## src/rtl/seq_div_u.sv

```systemverilog
// -----------------------------------------------------------------------------
// seq_div_u : sequential unsigned restoring divider, one radix-2 step per clock.
//
// Recovers an operand from an exact multiplier product (dividend / divisor),
// with valid/ready handshakes on both sides. A divisor of zero short-circuits
// straight to a flagged result (quotient all ones, remainder = dividend).
//
// Parameters
//   WIDTH        operand / result width in bits, 2..32
//
// Ports
//   clk          clock, all state changes on the rising edge
//   rst          synchronous active-high reset
//   in_valid     dividend/divisor pair presented
//   in_ready     block can accept a pair (IDLE only)
//   dividend     unsigned dividend
//   divisor      unsigned divisor
//   out_valid    result valid (DONE only)
//   out_ready    downstream consumes the result
//   quotient     unsigned quotient
//   remainder    unsigned remainder
//   div_by_zero  result came from divisor == 0
// -----------------------------------------------------------------------------
module seq_div_u #(
    parameter int WIDTH = 4
) (
    input  logic             clk,
    input  logic             rst,
    input  logic             in_valid,
    output logic             in_ready,
    input  logic [WIDTH-1:0] dividend,
    input  logic [WIDTH-1:0] divisor,
    output logic             out_valid,
    input  logic             out_ready,
    output logic [WIDTH-1:0] quotient,
    output logic [WIDTH-1:0] remainder,
    output logic             div_by_zero
);

    localparam int CW = (WIDTH > 2) ? $clog2(WIDTH) : 1;

    typedef enum logic [1:0] {
        IDLE = 2'd0,
        RUN  = 2'd1,
        DONE = 2'd2
    } state_t;

    state_t           state;
    logic [CW-1:0]    cnt;
    logic [WIDTH-1:0] dvs;   // latched divisor
    logic [WIDTH-1:0] q;     // quotient shift register, starts as the dividend
    // The partial remainder is conceptually WIDTH+1 bits, but after every
    // restoring step it is strictly below the divisor, so its top bit is always
    // zero. Only the low WIDTH bits are stored; the extra bit lives in s / t.
    logic [WIDTH-1:0] rem;

    logic [WIDTH:0]   s;
    logic [WIDTH:0]   t;
    logic [WIDTH-1:0] rem_next;
    logic [WIDTH-1:0] q_next;

    // One restoring iteration: shift in the next dividend bit, trial-subtract,
    // keep the difference only if it did not borrow.
    // NOTE: every signal driven here is assigned on every path, so no latch is
    // inferred; combinational blocks use blocking assignments.
    always_comb begin
        s        = {rem, q[WIDTH-1]};
        t        = s - {1'b0, dvs};
        rem_next = t[WIDTH] ? s[WIDTH-1:0] : t[WIDTH-1:0];
        q_next   = {q[WIDTH-2:0], ~t[WIDTH]};
    end

    // NOTE: sequential state uses non-blocking assignments so every register
    // samples the pre-edge values regardless of statement order.
    always_ff @(posedge clk) begin
        if (rst) begin
            state       <= IDLE;
            cnt         <= '0;
            dvs         <= '0;
            q           <= '0;
            rem         <= '0;
            quotient    <= '0;
            remainder   <= '0;
            div_by_zero <= 1'b0;
            out_valid   <= 1'b0;
            in_ready    <= 1'b1;
        end else begin
            case (state)
                IDLE: begin
                    if (in_valid) begin
                        dvs      <= divisor;
                        q        <= dividend;
                        rem      <= '0;
                        in_ready <= 1'b0;
                        if (divisor == '0) begin
                            quotient    <= '1;
                            remainder   <= dividend;
                            div_by_zero <= 1'b1;
                            out_valid   <= 1'b1;
                            state       <= DONE;
                        end else begin
                            cnt   <= CW'(WIDTH - 1);
                            state <= RUN;
                        end
                    end
                end

                RUN: begin
                    rem <= rem_next;
                    q   <= q_next;
                    if (cnt == '0) begin
                        // Final step: publish straight from the step results so
                        // the outputs are valid together with out_valid.
                        quotient    <= q_next;
                        remainder   <= rem_next;
                        div_by_zero <= 1'b0;
                        out_valid   <= 1'b1;
                        state       <= DONE;
                    end else begin
                        cnt <= cnt - 1'b1;
                    end
                end

                DONE: begin
                    // Results hold until consumed; IDLE is re-entered only after
                    // the handshake, so no accept can share this edge.
                    if (out_ready) begin
                        out_valid <= 1'b0;
                        in_ready  <= 1'b1;
                        state     <= IDLE;
                    end
                end

                default: begin
                    state     <= IDLE;
                    out_valid <= 1'b0;
                    in_ready  <= 1'b1;
                end
            endcase
        end
    end

endmodule
```

## config.mk

```make
export PLATFORM = sky130hd
export DESIGN_NAME = seq_div_u
export DESIGN_NICKNAME = d
export VERILOG_FILES = /design/src/rtl/seq_div_u.sv
export SDC_FILE = /design/constraint.sdc
export NUM_CORES = 1
export LEC_CHECK = 0
export CAP_MARGIN = 15
export CORE_MARGIN = 3
export CORE_UTILIZATION = 55
export DETAILED_ROUTE_END_ITERATION = 8
export PLACE_DENSITY = 0.8
export SKIP_LAST_GASP = 1
export SLEW_MARGIN = 30
export SYNTH_ARGS = -nofsm -noshare
export SYNTH_HDL_FRONTEND = slang
export SYNTH_SLANG_ARGS = --single-unit
```

## constraint.sdc

```tcl
create_clock -name clk -period 3.8 [get_ports clk]
set_clock_uncertainty 0.15 [all_clocks]
set_input_delay 0.38 -clock clk [delete_from_list [all_inputs] [get_ports clk]]
set_output_delay 0.38 -clock clk [all_outputs]
set_load 0.03 [all_outputs]
```

==> results.md <==
* Switch share at 36.4%
* H-tree levels at 1
* Post-route insts no fill at 206
* Synth unique cells at 40
* RSZ-0062 raised after global routing: no
* Most frequent cells in the layout: dfxtp_1, nor2_1, clkdlybuf4s50_1
* Total CTS buffers at 3
* Pre-CTS setup slack at 1330 ps
* Number of max-cap violations at 0
* Gr usage total at 19.5%
* Share of the yosys chip area belonging to registers at 37.8%
* WL final at 2950 um
* Predominant post-synthesis flop cell: dfxtp_1
* Worst EP required at 3900 ps
* Routed vias/inst at 5.69
* Antenna violations before repair at 0
* Yosys warning count at 0
* M1 GR Usage at 26.8%
* Inserted Diodes at 0
* Fin. Hold Viols at 0
* Post-placement cell count at 202
* Clk_lat worst skew at 330 ps
* CP Class: flop to flop
* Most common cell after layout, fill and taps aside: dfxtp_1
* Hold_ws at 334 ps
* Hold Crit Class: flop to flop
* Core Box Area at 0.00234 mm2
* CP delay by family, top: adder cells
* GRT Max-Usage Layer: met2
* Critical path fanouts, max at 7
* Worst Path Buf+Inv at 1
* Post-synthesis cell area at 0.00143 mm2
* Layout area overhead at 16.7%
* Final Critical Period at 2470 ps
* # DRC at 0
* Worst Tran Pin Value at 741 ps
* Critical path launch point type: flop
* Max Freq at 0.405 GHz
* Met2 usage at 32.0%
* Post-cts sizing count at 0
* Longest Clk Path Bufs at 2
* Worst path arrival time at 2570 ps
* Worst stage delay on the critical path at 400 ps
* Logic pwr share at 36.9%
* IO Pins at 23
* Worst setup EP type: flop
* Worst rel slew slack at 50.5%
* Clock sink count at 27
* Port bufs at 22
* Critical path, cell by cell: inv_1, ha_1, fa_1, nand2b_1, a21oi_2, xor2_2, mux2_2, o21ai_0
* Antenna-violating nets left at 0
* Internal power at 0.000483 W
* VDD IR max at 347 uV
* Vias in the first global route at 1149
* Pre-Repair DR Iteration Count at 4
* Hold_buf cts at 0
* Grt ovf at 0
* Tcrit/Tclk final at 65.0%
* Rows at 17
* Worst setup margin at 1330 ps
* Clock Power Share at 17.0%
* Final slew viol count at 0
* Drt wl/cell at 14.3 um
* Die area at 0.00325 mm2
* Leak Pwr at 0.618 nW
* Initial drt markers at 16
* Outcome: finished, final reports clean
* Nets@finish at 197
* Fraction of layout cells with a size suffix above 1 at 9.55%
* Yosys reg bits at 27
* Largest net degree at the start of global routing at 18
* CTS tree: built
* DP HPWL at 2190 um
* Filler cell count at 195
* Async S/R FF share, synth at 0%
* First-pass GRT wire length at 5160 um
* Initial Utilization at 61.2%
* P_sw at 0.000276 W
* Post-Syn Instances at 160
* Die height at 57.0 um
* Net count after synthesis at 178
* Routability cong. at 0.819
* # setup viols final at 0
* Worst path slowest cell: mux2_2
* Flop2flop setup slack at 1330 ps
* Post-synth EDFFs at 0
* Vias at 1173
* Clock slew at reported path FFs at 160 ps
* Root buffer cell: clkbuf_4
* Flop pwr share at 46.1%
* GR Util met3 at 2.71%
* Syn_area_per_cell at 8.95 um2
* Die Wd at 57.0 um
* Power Dens Cells at 454 mW/mm2
* Post-CTS Setup Bufs at 0
* Setup TNS at 0 ps
[stage by stage]
stage | total power [W] | utilization, % | area, um2
final | 0.000759 | 71.4 | 1670
after global placement | 0.000627 | 70.2 | 1640
after global routing | 0.000806 | 71.4 | 1670
after CTS | 0.000758 | 71.4 | 1670
after detailed placement | 0.000636 | 70.2 | 1640
after floorplan | 0.000559 | - | 1430
[layer usage]
metal | vias to the layer above | share of wire, %
li1 | 593 | -
met3 | 2 | 3.8
met4 | 0 | 0.68
met1 | 552 | 48
met2 | 26 | 47
met5 | - | 0
[final cells by class]
type | instances | area, um2 | share of cell area [%]
Timing Repair Buffer | 23 | 228 | 13.6
Clock buffer | 3 | 22.5 | 1.35
Clock inverter | 1 | 5.00 | 0.300
Tap cell | 28 | 35.0 | 2.10
Inverter | 8 | 30.0 | 1.80
Multi-Input combinational cell | 116 | 810 | 48.5
Sequential cell | 27 | 541 | 32.4
[cell usage after synthesis (2+ instances only)]
master	count	area [um2]
dfxtp_1	27	541
nor2_1	26	97.6
a21oi_1	9	45.0
mux2i_1	9	90.1
nand2b_1	9	56.3
inv_1	8	30.0
nand2_1	6	22.5
a211oi_1	5	37.5
ha_1	5	62.6
o21ai_0	5	25.0
clkbuf_1	4	15.0
nor3_2	4	40.0
nand3b_1	3	22.5
nor2b_1	3	18.8
o21a_1	3	22.5
a21oi_2	2	17.5
a31oi_1	2	12.5
buf_2	2	10.0
buf_6	2	22.5
nor2_2	2	12.5
nor3b_1	2	15.0
o21bai_1	2	15.0
or4_1	2	15.0
xnor2_1	2	17.5
[power by group through the flow]
stage	Clock [W]	Sequential, W	Combinational (W)
global route	0.000143	0.000356	0.000307
floorplan	0	0.000378	0.000181
global placement	0	0.000354	0.000272
finish	0.000129	0.000350	0.000280
CTS	0.000127	0.000350	0.000281
detailed placement	0	0.000356	0.000279
[final timing paths]
path / depth (start not counted) / startpoint / endpoint
max: 8 / q[3]$_SDFFE_PP0P_ / rem[1]$_SDFFE_PP0P_
min: 1 / cnt[0]$_SDFFE_PP0P_ / cnt[0]$_SDFFE_PP0P_
max reg2reg: 8 / q[3]$_SDFFE_PP0P_ / rem[1]$_SDFFE_PP0P_
min reg2reg: 1 / cnt[0]$_SDFFE_PP0P_ / cnt[0]$_SDFFE_PP0P_
[logic make-up (layout without fill, tap and decap cells)]
logic type | Yosys count | in the layout | share of synthesized area [%]
AND/OR/NAND/NOR | 60 | 60 | 23.7
AO/OA/AOI/OAI | 36 | 36 | 16.9
adder cells (fa/ha/maj) | 6 | 6 | 5.77
buffers and inverters | 17 | 35 | 5.68
XOR/XNOR | 3 | 3 | 2.36
flip-flops | 27 | 27 | 37.8
multiplexers | 11 | 11 | 7.87
[sequential cells by signal (all words and copies together) (netlist names)]
register,flops
cnt,2
state,2
div_by_zero,1
out_valid,1
quotient,4
remainder,4
q,4
rem,4
in_ready,1
dvs,4
Power figures use the tool's default switching activity.
